**src/rtl/pc_next_unit.sv**
```systemverilog
// Next-PC generation with redirect priority, a post-redirect squash window and an optional JR alignment trap.
// Define PC_ALIGN_CHECK_EN to trap misaligned JR targets; when undefined, JR targets are forced word-aligned.
module pc_next_unit #(
    parameter logic [31:0] RESET_PC     = 32'h0000_0000,
    parameter int unsigned FLUSH_CYCLES = 1
) (
    input  logic        clk_i,
    input  logic        rst_i,
    input  logic        stall_i,
    input  logic        branch_i,
    input  logic [31:0] offset_sl2_i,
    input  logic        jump_i,
    input  logic [25:0] jump_target_i,
    input  logic        jr_i,
    input  logic [31:0] jr_addr_i,
    output logic [31:0] pc_o,
    output logic [31:0] pc_plus4_o,
    output logic        valid_o,
    output logic        flush_o,
    output logic        misalign_o
);

    typedef enum logic [1:0] {
        BOOT  = 2'd0,
        RUN   = 2'd1,
        FLUSH = 2'd2,
        HALT  = 2'd3
    } state_e;

    localparam logic [1:0] FLUSH_LOAD = 2'(FLUSH_CYCLES);

    state_e      state_q;
    logic [31:0] pc_q;
    logic [1:0]  flush_cnt_q;
    logic        misalign_q;

    logic [31:0] pc_plus4;
    logic [31:0] redirect_pc_d;
    logic        redirect;
    logic        jr_misaligned;

    assign pc_plus4 = pc_q + 32'd4;
    assign redirect = jr_i | jump_i | branch_i;

`ifdef PC_ALIGN_CHECK_EN
    assign jr_misaligned = jr_i && (jr_addr_i[1:0] != 2'b00);
`else
    assign jr_misaligned = 1'b0;
`endif

    // Redirect target by priority; masking the JR low bits is a no-op for aligned targets.
    always_comb begin
        redirect_pc_d = pc_plus4;
        if (jr_i) begin
            redirect_pc_d = jr_addr_i & 32'hFFFF_FFFC;
        end else if (jump_i) begin
            redirect_pc_d = {pc_plus4[31:28], jump_target_i, 2'b00};
        end else if (branch_i) begin
            redirect_pc_d = pc_plus4 + offset_sl2_i;
        end
    end

    // NOTE: all state is updated with non-blocking assignments so every register samples pre-edge values.
    always_ff @(posedge clk_i) begin
        if (rst_i) begin
            state_q     <= BOOT;
            pc_q        <= RESET_PC;
            flush_cnt_q <= 2'd0;
            misalign_q  <= 1'b0;
        end else begin
            misalign_q <= 1'b0;
            case (state_q)
                BOOT: begin
                    if (!stall_i) state_q <= RUN;
                end
                RUN: begin
                    if (!stall_i) begin
                        if (jr_misaligned) begin
                            state_q    <= HALT;
                            misalign_q <= 1'b1;
                        end else if (redirect) begin
                            pc_q        <= redirect_pc_d;
                            state_q     <= FLUSH;
                            flush_cnt_q <= FLUSH_LOAD;
                        end else begin
                            pc_q <= pc_plus4;
                        end
                    end
                end
                FLUSH: begin
                    if (!stall_i) begin
                        pc_q        <= pc_plus4;
                        flush_cnt_q <= flush_cnt_q - 2'd1;
                        if (flush_cnt_q == 2'd1) state_q <= RUN;
                    end
                end
                HALT: begin
                    state_q <= HALT;
                end
                default: state_q <= BOOT;
            endcase
        end
    end

    assign pc_o       = pc_q;
    assign pc_plus4_o = pc_plus4;
    assign valid_o    = (state_q == RUN) || (state_q == FLUSH);
    assign flush_o    = (state_q == FLUSH);
    assign misalign_o = misalign_q;

endmodule
```
**config.mk**
```make
export PLATFORM = sky130hd
export DESIGN_NAME = pc_next_unit
export DESIGN_NICKNAME = d
export VERILOG_FILES = /design/src/rtl/pc_next_unit.sv
export SDC_FILE = /design/constraint.sdc
export NUM_CORES = 1
export LEC_CHECK = 0
export ABC_AREA = 1
export BUFFER_PORTS_ARGS = -buffer_cell sky130_fd_sc_hd__buf_2
export CORE_UTILIZATION = 30
export CTS_CLUSTER_DIAMETER = 50
export CTS_CLUSTER_SIZE = 12
export DETAILED_ROUTE_END_ITERATION = 10
export HOLD_SLACK_MARGIN = 0.15
export SETUP_SLACK_MARGIN = 0.4
export SLEW_MARGIN = 20
export SYNTH_ARGS = -nofsm -noshare
export SYNTH_HDL_FRONTEND = slang
export SYNTH_SLANG_ARGS = --single-unit
```
**constraint.sdc**
```tcl
create_clock -name clk_i -period 3.9 [get_ports clk_i]
set_input_delay 0.78 -clock clk_i [delete_from_list [all_inputs] [get_ports clk_i]]
set_output_delay 0.78 -clock clk_i [all_outputs]
set_load 0.01 [all_outputs]
```
==> results of run 1 <==
==> where the power goes <==
| group | internal [uW] | switching (uW) | total, uW |
|---|---|---|---|
| clock network | 236 | 178 | 414 |
| logic | 767 | 1410 | 2180 |
| registers | 482 | 152 | 634 |
| total | 1480 | 1740 | 3230 |
==> layout make-up <==
cell class              instances  area (sq um)
multi-input cells             766          4250
fillers                      1950         10600
flip-flops and latches         36           743
clock inverters                 3          18.8
clock buffers                   5           125
repair buffers                177           931
well taps                     225           282
inverters                     138           518
==> through the flow <==
stage | instances | total power, uW | hold slack [ps]
after floorplan | 966 | 1970 | 438
after global placement | 1338 | 2700 | 457
after detailed placement | 1338 | 2710 | 458
after CTS | 1346 | 3140 | 468
after global routing | 1350 | 3520 | 492
final | 1350 | 3230 | 465
==> registers in the layout, summed over array words and instances, names as in the netlist <==
name and count:
pc_o 32, flush_cnt_q 2, state_q 2
==> timing repair <==
action | CTS | global route
cloned | 0 | 0
endpoints found under the setup margin | 10 | 17
gates resized for setup | 4 | 56
pin swaps | 0 | 3
setup buffers | 0 | 4
endpoints found under the hold margin | 0 | 0
==> cells by family (layout without fill, tap and decap cells) <==
logic type      after synthesis  count (layout)
simple gates                505             505
compound gates              188             188
buf+inv                     164             323
fa+ha+maj                    46              46
flops                        36              36
xor+xnor                     26              26
other cells                   1               1
==> per-layer routing <==
metal  GRT usage (%)  vias to the layer above  part of all wire [%]
li1                -                     3453                     -
met1            32.3                     3031                    46
met2            39.5                      284                    45
met3            2.65                       25                   6.4
met4            5.68                        0                   2.2
met5               0                        -                     0
==> worst min-delay path by stage <==
stage	to	slack, ps	depth (start not counted)
final	flush_cnt_q[1]	460	2
after global routing	flush_cnt_q[1]	490	2
after floorplan	flush_cnt_q[0]	440	1
after CTS	flush_cnt_q[1]	470	2
after global placement	flush_cnt_q[1]	460	2
after detailed placement	flush_cnt_q[1]	460	2
==> cells in the final DEF, fill, tap and decap left out, drive strengths merged, types with 4 or more instances in the layout <==
cell      n
ha       45
a221oi   11
xnor2     4
o21bai    8
clkbuf    5
o21ai    49
xor2     22
nor3     16
nor2     90
nand3    47
nand4    10
a31oi     9
buf     177
o211ai    9
nand3b    5
dfxtp    36
clkinv    5
nand2   324
a21oi    89
inv     136
or2      10
==> worst max-delay path: stages (launching register included) <==
cell	delay, ps
dfxtp_1	340
buf_4	150
inv_1	150
nor2_4	190
nand2_1	80
xor2_1	220
inv_1	130
ha_1	360
a21oi_1	300
o21ai_0	200
nand3b_1	340
nand2_1	150
nand3_1	80
nand3_1	120
nand2_1	80
nand2_1	60
nand2_1	50
nand2_1	70
a21oi_1	50
==> impl_metrics.toml, run 1 <==
[synth]
synth_area_sq_um = 5410
synth_top_cell_by_area = "nand2_1"
syn_inst = 966
yosys.area_share.simple_pct = 39.7
synthArstFlopShare_pct = 0
synth_top_family_by_area = "simple AND/OR/NAND/NOR gates"
avgSynthCellArea_sq_um = 5.60
synth.top_cells.by_count = "316 x nand2_1, 136 x inv_1, 87 x a21oi_1, 81 x nor2_1, 46 x nand3_1"
synth_top_area_share_pct = 21.9
synth-seq-cells = 36
synthXorXnorAreaFrac_pct = 4.35
yosys_warnings = 0
synth_compound_area_share_pct = 20.0
ys_seq_area_share_pct = 13.3
yosysMostFrequentCell = "nand2_1"
synth_nets = 1108
ys_types = 47
synth.area.top_cells = "nand2_1 22%, dfxtp_1 13%, ha_1 10%, inv_1 9.4%, a21oi_1 8.1%"
synth_adder_area_share_pct = 10.8
synth_ff_type = "dfxtp_1"
synth_edf_count = 0
synth_mux_area_share_pct = 0

[detailed_routing]
routed_via_density = 5.03
drt_pass1_iterations = 8
drc_errors = 0
post_drt_wl_per_cell_microns = 16.3
vias = 6793
drtIter0Drc = 495
ant_nets = 0
wl_microns = 22000

[timing]
fin_crit_ps = 3260
fin_setup_tns_ps = 0
slew_violations = 0
min_period_over_period_pct = 83.6
fin_skew_ps = 7.19
setup_slack_ps = 638
slew_headroom_pct = 31.9
final-hold-violation-count = 0
final-setup-viol-count = 0
tightest_slew_ps = 1020
max_freq_mhz = 307
rsz0062_at_grt = "true"

[floorplan]
start_util_pct = 30.9
die_area_sq_um = 18600
die_y_microns = 136
die_w_microns = 136
io_pins = 163
core-area_sq_um = 17500
rows = 48

[finish]
final_cell_area_sq_um = 6860
drive_gt1_share_pct = 24.0
n_antenna_cell = 0
area_growth_pct = 27.0
fin_nets = 1266
finalCoreUtilization_pct = 39.3

[clock_tree]
cts_hold_buf = 0
cts_max_level = 2
cts.sinks = 36
clock_latency_ps = 290
cts.path.max_buffers = 2
cts.clk_slew.worst_paths_ps = 60
cts_buffers = 5
cts_root_buf = "clkbuf_16"
cts_tree = "done"

[setup_path]
critPathArrivalTime_ps = 3420
endpoint = "pc_o[28]"
cp_max_fo = 5
regToRegSetupSlack_ps = 640
reg2reg_to = "pc_o[28]"
timing.rr.start = "pc_o[2]"
worst_ep_required_time_ps = 4050
startpoint = "pc_o[2]"
setup.worst_path.class = "register to register"
startpoint_type = "register"
r2r_cells = 18
end_kind = "register"

[global_route]
grt_max_degree = 36
grt_pass1_vias = 6235
track_usage_pct = 23.7
grt_antenna_before_repair = 0
grt_pass1_wl_microns = 33500
overflow = 0

[placement]
place_congestion = 0.912
place_ws_ps = 329
placed_area_sq_um = 6480
numPortBuffers = 159
hpwl_microns = 18100

[power_and_ir_drop]
power_density_nw_per_um2 = 471
leakage_uw = 0.00374
ir_worst_vdd_mv = 0.430

[worst_hold_path]
hold_path.class = "register to register"
min_from = "flush_cnt_q[1]"

[run]
maxCapViolCount = 0

[outcome]
outcome = "finished clean"
Note: power is estimated with default switching activity, not from simulation.
==> inputs of run 2 (changes only) <==
==> constraint.sdc (replaced) <==
create_clock -name clk_i -period 3.3 [get_ports clk_i]
set_input_delay 0.66 -clock clk_i [delete_from_list [all_inputs] [get_ports clk_i]]
set_output_delay 0.66 -clock clk_i [all_outputs]
set_load 0.01 [all_outputs]
==> impl_metrics.toml, run 2 (synthesis gave the netlist of run 1 again) <==
[outcome]
outcome = "finished clean"

[detailed_routing]
vias = 7300
post_drt_wl_per_cell_microns = 16.7
drt_pass1_iterations = 5
drtIter0Drc = 598
routed_via_density = 5.12
wl_microns = 23800
drc_errors = 0
ant_nets = 0

[setup_path]
setup.worst_path.class = "register to register"
end_kind = "register"
worst_ep_required_time_ps = 3520
critPathArrivalTime_ps = 3170
cp_max_fo = 5
startpoint_type = "register"

[power_and_ir_drop]
power_density_nw_per_um2 = 551
leakage_uw = 0.00441
ir_worst_vdd_mv = 0.551

[finish]
nFillCells = 1789
largest_register_ffs = 32
drive_gt1_share_pct = 44.3
n_antenna_cell = 0
fin_nets = 1343
layout_common_cells = "253 x nand2_1, 159 x buf_2, 113 x inv_1, 91 x buf_4, 59 x a21oi_1"
area_growth_pct = 57.6
final_common_cell = "nand2_1"

[global_route]
grt_max_degree = 31
grt_pass1_vias = 6647
overflow = 0
grt_antenna_before_repair = 0
grt_pass1_wl_microns = 35000
track_usage_pct = 24.9

[clock_tree]
clock_latency_ps = 290
cts_root_buf = "clkbuf_16"
cts_max_level = 2
cts_buffers = 5
cts.path.max_buffers = 2
cts.sinks = 36
cts.clk_slew.worst_paths_ps = 60
cts_tree = "done"
cts_hold_buf = 0

[placement]
hpwl_microns = 18600
place_ws_ps = -20.8
numPortBuffers = 159
place_congestion = 0.934

[timing]
rsz0062_at_grt = "true"
slew_violations = 0
min_period_over_period_pct = 89.3
fin_setup_tns_ps = 0
holdWs_ps = 466
fin_skew_ps = 8.21
max_freq_mhz = 339
fin_crit_ps = 2950
slew_headroom_pct = 61.3
final-setup-viol-count = 0
setup_slack_ps = 352
final-hold-violation-count = 0
tightest_slew_ps = 580

[floorplan]
core-area_sq_um = 17500
rows = 48
io_pins = 163
die_area_sq_um = 18600
die_w_microns = 136
start_util_pct = 30.9
die_y_microns = 136

[run]
maxCapViolCount = 0

[worst_hold_path]
hold_path.class = "register to register"
run 2: cell types whose count changed in the layout (fill, tap and decap cells not counted), moves of 22 or more:
cell and change:
nand2_2 +40, nand2_1 -57, ha_1 -22, a21oi_1 -26, ha_4 +23, buf_4 +73
run 2: worst max-delay path, stage by stage, from the launching register on:
cell,delay [ps]
dfxtp_4,380
ha_4,160
nand3_4,80
nor2_4,110
nand2_2,90
nor2_4,90
and3_4,210
xor2_4,170
inv_2,90
ha_4,270
a21oi_4,220
nand2_2,90
a21oi_2,120
o21ai_2,70
nor2_1,100
nand2_1,110
nand2_1,80
nand2_1,60
o21ai_2,170
nand2_1,70
a21oi_1,120
run 2: through the flow:
step / util, % / power [uW] / cells / instance area [sq um]
floorplan: - / 2350 / 966 / 5450
global placement: 39.3 / 3390 / 1384 / 6860
detailed placement: 39.3 / 3410 / 1384 / 6860
CTS: 42.8 / 4110 / 1402 / 7470
global route: 48.8 / 5050 / 1427 / 8520
finish: 48.8 / 4700 / 1427 / 8520
run 2: cell type report:
type / instances / area [sq um] / area share (%)
clock inverters: 1 / 5.00 / 0.0587
clock buffers: 7 / 133 / 1.56
flip-flops and latches: 36 / 779 / 9.15
repair buffers: 254 / 1520 / 17.9
inverters: 138 / 532 / 6.24
multi-input cells: 766 / 5270 / 61.8
well taps: 225 / 282 / 3.30
run 2: layer usage:
layer,share of wire [%],GRT usage [%],vias to the layer above
met5,0,0,-
met4,2.6,6.79,0
met1,42,32.4,3342
met2,47,42.3,317
met3,8.0,3.50,40
li1,-,-,3601
run 2: worst paths after layout:
path / slack [ps] / startpoint / cells past startpoint / to
max: 350 / pc_o[3] / 20 / pc_o[27]
min: 470 / flush_cnt_q[1] / 2 / flush_cnt_q[1]
max reg2reg: 350 / pc_o[3] / 20 / pc_o[27]
min reg2reg: 470 / flush_cnt_q[1] / 2 / flush_cnt_q[1]
run 2: power by group:
part | internal [uW] | switching, uW
registers | 587 | 193
logic | 1390 | 2060
clock network | 279 | 189
run 2: repair_timing:
item / in CTS / in global routing
endpoints found under the setup margin: 20 / 21
setup buffers: 10 / 25
hold endpoints to repair: 0 / 0
resized for setup: 102 / 210
pin swaps: 20 / 113
==> inputs of run 3 (changes only) <==
--- a/config.mk
+++ b/config.mk
@@ -6,11 +6,11 @@
 export NUM_CORES = 1
 export LEC_CHECK = 0
 export ABC_AREA = 1
-export BUFFER_PORTS_ARGS = -buffer_cell sky130_fd_sc_hd__buf_2
 export CORE_UTILIZATION = 30
 export CTS_CLUSTER_DIAMETER = 50
 export CTS_CLUSTER_SIZE = 12
 export DETAILED_ROUTE_END_ITERATION = 10
+export DONT_BUFFER_PORTS = 1
 export HOLD_SLACK_MARGIN = 0.15
 export SETUP_SLACK_MARGIN = 0.4
 export SLEW_MARGIN = 20
==> impl_metrics.toml, run 3 (synthesis gave the netlist of run 1 again) <==
[setup_path]
setup.worst_path.class = "register to register"
r2r_cells = 24
startpoint_type = "register"
end_kind = "register"
startpoint = "pc_o[2]"
path_common_cell = "nand2_1"
cpMaxStageDelayCell = "dfxtp_4"
crit_cells = 24
reg2reg_to = "pc_o[31]"
regToRegSetupSlack_ps = 320
cp_max_fo = 5
crit_family = "simple AND/OR/NAND/NOR gates"
cp_cell_sequence = "ha_4 -> nand3_4 -> nor2_4 -> nand2_4 -> nor2_4 -> and3_4 -> xor2_4 -> inv_2 -> ha_4 -> nand2_2 -> buf_6 -> nor2_4 -> buf_6 -> nand2_4 -> nor2_4 -> nand2_1 -> nand2_1 -> nand2_1 -> nand3_2 -> nand2_1 -> nand2_1 -> nand2_1 -> nand2_1 -> a21oi_2"
endpoint = "pc_o[31]"
worst_ep_required_time_ps = 3490
timing.rr.start = "pc_o[2]"
path_buf_inv = 3
slowest_delay_ps = 370
critPathArrivalTime_ps = 3170

[clock_tree]
cts.clk_slew.worst_paths_ps = 60
cts_max_level = 2
cts_buffers = 5
cts.sinks = 36
clock_latency_ps = 290
cts_root_buf = "clkbuf_16"
cts.path.max_buffers = 2
cts_tree = "done"

[power_and_ir_drop]
combPwrFrac_pct = 72.0
power_uw = 4790
power_density_nw_per_um2 = 581
seqPwrFrac_pct = 15.9
leakage_uw = 0.00400
switchingPower_uw = 2420
ir_worst_vdd_mv = 0.793
p_sw_share_pct = 50.5
p_clk_share_pct = 12.1
p_int_uw = 2370

[finish]
n_antenna_cell = 0
drive_gt1_share_pct = 38.4
fin_nets = 1241
largest_register_ffs = 32
layout_common_cells = "256 x nand2_1, 143 x buf_4, 113 x inv_1, 59 x a21oi_1, 55 x nor2_1"
final-instance-count-excl-fill = 1325
area_growth_pct = 52.5
final_common_cell = "nand2_1"

[outcome]
outcome = "finished clean"

[detailed_routing]
wl_met1_microns = 9550
highest_layer = "met5"
drtIter0Drc = 515
drt_pass1_iterations = 5
post_drt_wl_per_cell_microns = 18.1
wl_met2_microns = 11400
wl_microns = 24000
routed_via_density = 5.29
vias = 7004
drc_errors = 0
ant_nets = 0
wl_met3_microns = 2340

[floorplan]
io_pins = 163
rows = 48
core-area_sq_um = 17500
start_util_pct = 30.9
die_y_microns = 136
die_area_sq_um = 18600
die_w_microns = 136

[timing]
fin_setup_tns_ps = 0
slew_violations = 0
holdWs_ps = 429
slew_headroom_pct = 40.7
final-hold-violation-count = 0
fin_skew_ps = 3.99
max_freq_mhz = 335
final-setup-viol-count = 0
fin_crit_ps = 2980
rsz0062_at_grt = "true"
setup_slack_ps = 316
tightest_slew_ps = 884
min_period_over_period_pct = 90.4

[placement]
place_congestion = 0.988
hpwl_microns = 18600
dp_cells = 1264
place_ws_ps = 74.5
numPortBuffers = 0

[run]
maxCapViolCount = 0

[global_route]
grt_pass1_wl_microns = 34800
track_usage_pct = 24.7
grt_antenna_before_repair = 2
overflow = 0
grt_pass1_vias = 6488
grt_max_degree = 31

[worst_hold_path]
hold_path.class = "input port to register"
[run 3: cell count changes in the layout (fill, tap and decap cells not counted), moves of 4 or more]
cell     delta
dfxtp_1     +4
nor3_2      +4
buf_6       +5
nor3_4      -4
nor2_2      -9
nand3_1     +4
buf_2     -159
dfxtp_2     -4
nand2_2     -7
buf_4      +52
nor2_4      +7
nand3_2     -4
[run 3: per-layer routing]
| metal | vias up | GRT usage, % |
|---|---|---|
| met5 | - | 0 |
| met3 | 50 | 6.94 |
| met1 | 3215 | 30.2 |
| li1 | 3389 | - |
| met4 | 4 | 6.67 |
| met2 | 346 | 42.0 |
[run 3: power groups by stage]
stage	logic [uW]	clock network, uW	registers [uW]
final	3450	580	761
after CTS	2950	580	741
after detailed placement	2600	0	719
after global placement	2580	0	717
after global routing	3740	603	777
after floorplan	1600	0	747
[run 3: layout make-up]
class	count	area, sq um
inverter	138	532
fill	1784	9230
multi-input combinational	766	5310
tap	225	282
timing repair buffer	152	1170
clock inverter	3	46.3
clock buffer	5	125
sequential	36	774
[run 3: what timing repair did]
| item | 4_1_cts | 5_1_grt |
|---|---|---|
| endpoints found under the setup margin | 21 | 24 |
| gates resized for setup | 157 | 152 |
| hold buffers | 0 | 0 |
| pin swaps | 40 | 80 |
| setup buffers | 25 | 28 |
[run 3: worst min-delay path by stage]
| stage | from | cells after the start | end |
|---|---|---|---|
| after global routing | rst_i | 1 | pc_o[5] |
| final | rst_i | 1 | pc_o[5] |
| after floorplan | flush_cnt_q[0] | 1 | flush_cnt_q[0] |
| after global placement | flush_cnt_q[1] | 2 | flush_cnt_q[1] |
| after CTS | rst_i | 1 | pc_o[3] |
| after detailed placement | flush_cnt_q[1] | 2 | flush_cnt_q[1] |
[run 3: through the flow]
stage / area (sq um) / util [%]
2_1_floorplan: 5450 / -
3_5_place_dp: 6360 / 36.4
5_1_grt: 8240 / 47.2
4_1_cts: 7380 / 42.2
3_3_place_gp: 6360 / 36.4
6_report: 8240 / 47.2
